$ cat src/rtl/wb_arb2.sv
// Two-master Wishbone B3 arbiter sharing one slave: round-robin, grant held for the whole CYC,
// with a per-access watchdog that terminates a hung access with ERR.
module wb_arb2 #(
    parameter int TIMEOUT = 16,
    parameter int CNT_W   = 8,
    parameter int ADR_W   = 32,
    parameter int DAT_W   = 32,
    parameter int SEL_W   = DAT_W / 8
) (
    input  logic             clk,
    input  logic             rst,
    // master 0
    input  logic [ADR_W-1:0] m0_adr,
    input  logic [DAT_W-1:0] m0_dat_m2s,
    output logic [DAT_W-1:0] m0_dat_s2m,
    input  logic [SEL_W-1:0] m0_sel,
    input  logic             m0_we,
    input  logic [2:0]       m0_cti,
    input  logic [1:0]       m0_bte,
    input  logic             m0_cyc,
    input  logic             m0_stb,
    output logic             m0_ack,
    output logic             m0_err,
    output logic             m0_rty,
    // master 1
    input  logic [ADR_W-1:0] m1_adr,
    input  logic [DAT_W-1:0] m1_dat_m2s,
    output logic [DAT_W-1:0] m1_dat_s2m,
    input  logic [SEL_W-1:0] m1_sel,
    input  logic             m1_we,
    input  logic [2:0]       m1_cti,
    input  logic [1:0]       m1_bte,
    input  logic             m1_cyc,
    input  logic             m1_stb,
    output logic             m1_ack,
    output logic             m1_err,
    output logic             m1_rty,
    // shared slave
    output logic [ADR_W-1:0] s_adr,
    output logic [DAT_W-1:0] s_dat_m2s,
    input  logic [DAT_W-1:0] s_dat_s2m,
    output logic [SEL_W-1:0] s_sel,
    output logic             s_we,
    output logic [2:0]       s_cti,
    output logic [1:0]       s_bte,
    output logic             s_cyc,
    output logic             s_stb,
    input  logic             s_ack,
    input  logic             s_err,
    input  logic             s_rty,
    output logic [1:0]       gnt
);

    typedef enum logic [1:0] {IDLE, GNT0, GNT1} state_t;

    state_t           state, state_nxt;
    logic             last_gnt;
    logic [CNT_W-1:0] wd_cnt;

    logic sel1, busy, req_cyc, req_stb, active, term, wd_hit;

    assign sel1    = (state == GNT1);
    assign busy    = (state != IDLE);
    assign req_cyc = sel1 ? m1_cyc : m0_cyc;
    assign req_stb = sel1 ? m1_stb : m0_stb;
    assign active  = busy && req_cyc && req_stb;
    assign term    = s_ack || s_err || s_rty;
    assign wd_hit  = (TIMEOUT != 0) && active && (wd_cnt == CNT_W'(TIMEOUT));

    always_comb begin
        // NOTE: default assigned first so no path through this block infers a latch.
        state_nxt = state;
        case (state)
            IDLE: begin
                if (m0_cyc && (!m1_cyc || last_gnt)) state_nxt = GNT0;
                else if (m1_cyc)                     state_nxt = GNT1;
            end
            GNT0:    if (!m0_cyc) state_nxt = IDLE;
            GNT1:    if (!m1_cyc) state_nxt = IDLE;
            default: state_nxt = IDLE;
        endcase
    end

    always_ff @(posedge clk) begin
        // NOTE: non-blocking assignments keep every register updating from pre-edge values.
        if (rst) begin
            state    <= IDLE;
            last_gnt <= 1'b1;
            wd_cnt   <= '0;
        end else begin
            state <= state_nxt;
            if (state == GNT0 && !m0_cyc) last_gnt <= 1'b0;
            if (state == GNT1 && !m1_cyc) last_gnt <= 1'b1;
            if (!active || term || wd_hit)    wd_cnt <= '0;
            else if (wd_cnt != {CNT_W{1'b1}}) wd_cnt <= wd_cnt + 1'b1;
        end
    end

    // Request mux; the slave strobe is masked on the watchdog cycle so the dead access is dropped.
    assign s_adr     = sel1 ? m1_adr     : m0_adr;
    assign s_dat_m2s = sel1 ? m1_dat_m2s : m0_dat_m2s;
    assign s_sel     = sel1 ? m1_sel     : m0_sel;
    assign s_we      = sel1 ? m1_we      : m0_we;
    assign s_cti     = sel1 ? m1_cti     : m0_cti;
    assign s_bte     = sel1 ? m1_bte     : m0_bte;
    assign s_cyc     = busy && req_cyc;
    assign s_stb     = active && !wd_hit;

    // A real ack on the timeout cycle wins over the synthesized err.
    assign m0_ack = (state == GNT0) && s_ack;
    assign m0_err = (state == GNT0) && (s_err || (wd_hit && !s_ack));
    assign m0_rty = (state == GNT0) && s_rty;
    assign m1_ack = sel1 && s_ack;
    assign m1_err = sel1 && (s_err || (wd_hit && !s_ack));
    assign m1_rty = sel1 && s_rty;

    assign m0_dat_s2m = s_dat_s2m;
    assign m1_dat_s2m = s_dat_s2m;
    assign gnt        = {sel1, state == GNT0};

endmodule
$ cat config.mk
export PLATFORM = sky130hd
export DESIGN_NAME = wb_arb2
export DESIGN_NICKNAME = d
export VERILOG_FILES = /design/src/rtl/wb_arb2.sv
export SDC_FILE = /design/constraint.sdc
export NUM_CORES = 1
export LEC_CHECK = 0
export ABC_CLOCK_PERIOD_IN_PS = 1600
export BUFFER_PORTS_ARGS = -buffer_cell sky130_fd_sc_hd__buf_2
export CAP_MARGIN = 20
export CELL_PAD_IN_SITES_DETAIL_PLACEMENT = 1
export CELL_PAD_IN_SITES_GLOBAL_PLACEMENT = 2
export CORE_ASPECT_RATIO = 0.5
export CORE_MARGIN = 1.5
export CORE_UTILIZATION = 11
export CTS_CLUSTER_DIAMETER = 60
export DETAILED_ROUTE_END_ITERATION = 16
export PLACE_DENSITY_LB_ADDON = 0.12
export SETUP_SLACK_MARGIN = 0.05
export SYNTH_ARGS = -nofsm -noshare
export SYNTH_HDL_FRONTEND = slang
export SYNTH_SLANG_ARGS = --single-unit
$ cat constraint.sdc
create_clock -name clk -period 1.6 [get_ports clk]
set_clock_uncertainty 0.2 [all_clocks]
set_input_delay 0.32 -clock clk [delete_from_list [all_inputs] [get_ports clk]]
set_output_delay 0.32 -clock clk [all_outputs]
set_load 0.02 [all_outputs]
==> results.yml <==
layout:
  final_cell_mix: "buf_2 (207), mux2_2 (58), buf_4 (34)"
  fillers: 2224
  fin_area_sq_mm: 0.003911
  multi_input_area_sq_mm: 0.001511
  final_common_cell: "buf_2"
  final_util_pct: 21.02
  drive_gt1_share_pct: 89.77
  seqCellArea_sq_um: 227.7
  fin_nets: 622
  area_delta_synth_final_pct: 84.86
  finalNonFillerCells: 690
die:
  start_util_pct: 11.37
  die_width_um: 199.1
  ioPinCount: 337
  die_y_um: 101.1
  dieArea_sq_mm: 0.02013
  core_sq_mm: 0.01861
  std_cell_rows: 35
synthesis:
  yosys.area.top_type: "mux2_2"
  ys.flop_type: "dfxtp_1"
  yosysSeqAreaShare_pct: 10.41
  netlist_area_sq_mm: 0.002116
  synth_edf_count: 0
  ys_seq_elements: 11
  synth_cell_types: 39
  synth_top_area_share_pct: 39.38
  synth_area_leaders: "mux2_2 (39%), buf_4 (24%), dfxtp_1 (10%), nor4_2 (2.4%), nor4b_2 (1.4%)"
  netlist_instances: 226
  synthesis.nets: 417
  syn_area_per_cell_sq_um: 9.362
  synth.yosys.warnings: 0
  synthArstFlopShare_pct: 0
worst_setup_path:
  reg2reg_slack_ps: -220
  r2r_start: "wd_cnt[0]"
  reg2regPathDepth: 8
  cp_slowest_stage_delay_ps: 350
  path_buf_inv: 4
  crit_path_top_delay_cell: "mux2_2"
  end_kind: "output port"
  path_class: "reg2out"
  cp_max_fo: 20
  worst_ep_arrival_time_ps: 1580
  path_depth: 6
  crit_end: "s_dat_m2s[18]"
  cp.required_ps: 1080
  start_kind: "flop"
  cp-startpoint: "state[1]"
  cp_top_family: "buffers and inverters"
  reg2reg_to: "wd_cnt[5]"
  path_cells: "inv_2 -> nor2_4 -> buf_12 -> clkbuf_16 -> mux2_2 -> buf_2"
timing:
  rsz0062_at_grt: "true"
  fin_ws_ps: -503.3
  hold_viol: 0
  setup_violations: 92
  finalMaxSlewViolations: 0
  fmax_mhz: 475.4
  slew_headroom_pct: 78.63
  post-route-min-period_ps: 2103
  period_share_pct: 131.5
  tightestPinTransition_ps: 318.1
placed_design:
  port_buffers: 240
  dp.final_hpwl_um: 9334
  dp.cells: 675
  place_ws_ps: -258.4
  place_area_sq_mm: 0.003402
  gp_congestion: 0.6946
grt:
  antenna_found_initial: 1
  grt_pass1_wl_um: 15200
  overflow: 0
  grt_pass1_vias: 2649
  grt_max_degree: 41
  grt_usage_pct: 9.809
clocking:
  cts-root-buf: "clkbuf_16"
  cts_tree: "built"
  cts_buffers: 3
  clkTransAtPathRegs_ps: 40
  cts_sinks: 11
  clk_latency_ps: 240
  htreeDepth: 1
  clockBufferDepth: 2
power:
  leakage_nw: 1.846
  vdd_ir_drop_max_mv: 0.2499
  powerDensity_mw_per_mm2: 442.3
outcome:
  status: "complete, but fails checks"
  violations: "negative setup slack"
drt:
  ant_nets: 0
  drc: 0
  vias: 2406
  dr.pass1.iters: 4
  wl_per_cell_um: 16.02
  viasPerCell: 3.487
  drt-initial-drc-count: 19
  wl_um: 11050
hold_path:
  hp-class: "in2reg"
job:
  cap_viol_max_count: 0
==> tightest hold or removal path, delay by kind of cell <==
family / cells / cell delay, ps
AO/OA/AOI/OAI: 1 / 40
buffers and inverters: 2 / 210
==> final cells by class <==
cell class | count | area share, %
tap | 259 | 8.285
timing repair buffer | 275 | 44.59
antenna | 1 | 0.06398
inverter | 6 | 0.5758
clock buffer | 4 | 2.015
multi-input combinational | 134 | 38.64
sequential | 11 | 5.822
==> sequential cells by signal, indices dropped and copies added, names as in the netlist <==
name,cells
wd_cnt,8
last_gnt,1
state,2
==> per-layer routing <==
layer | up-vias | GRT usage, % | wire, um
li1 | 1153 | - | -
met1 | 1142 | 10.49 | 4180
met2 | 105 | 19.22 | 6088
met3 | 6 | 2.743 | 703
met4 | 0 | 1.981 | 81
met5 | - | 0 | 0
==> metrics by stage <==
step,hold WS (ps),power [mW],setup TNS (ps)
6_report,184.9,1.730,-38210
3_3_place_gp,301.9,1.171,-17490
4_1_cts,180.0,1.710,-38160
2_1_floorplan,190.6,0.9934,-5069
5_1_grt,208.5,1.823,-44440
3_5_place_dp,298.0,1.168,-18020
==> synth_stat cells, types with 4 or more instances <==
master and instances:
buf_4 68, nand2_1 5, buf_2 5, a21oi_1 5, dfxtp_1 11, mux2_2 74
inv_1 5, nor4_2 4
==> power breakdown <==
part           internal (mW)  total, mW  switching [mW]
logic                  0.517      0.986           0.469
registers              0.280      0.285         0.00504
clock network          0.335      0.459           0.125
==> cell families after synthesis <==
| group | share of synthesized area, % |
|---|---|
| flip-flops | 10.41 |
| adder cells (fa/ha/maj) | 1.183 |
| AND/OR/NAND/NOR | 13.78 |
| AO/OA/AOI/OAI | 8.162 |
| buffers and inverters | 27.08 |
| multiplexers | 39.39 |
==> worst min path at each step <==
stage               endpoint  cells after the start      from
finish              state[1]                      3       rst
global route        state[1]                      3       rst
CTS                 state[1]                      3       rst
detailed placement  state[1]                      1  last_gnt
global placement    state[1]                      1  last_gnt
floorplan           state[1]                      1       rst
==> timing repair <==
| item | CTS | global route |
|---|---|---|
| buffers inserted | 2 | 8 |
| pin swaps | 13 | 6 |
| gates resized for setup | 69 | 18 |
| endpoints found under the setup margin | 92 | 92 |
| hold buffers | 0 | 0 |
| cloned | 0 | 3 |
| hold endpoints to repair | 0 | 0 |
Power figures use the tool's default switching activity.
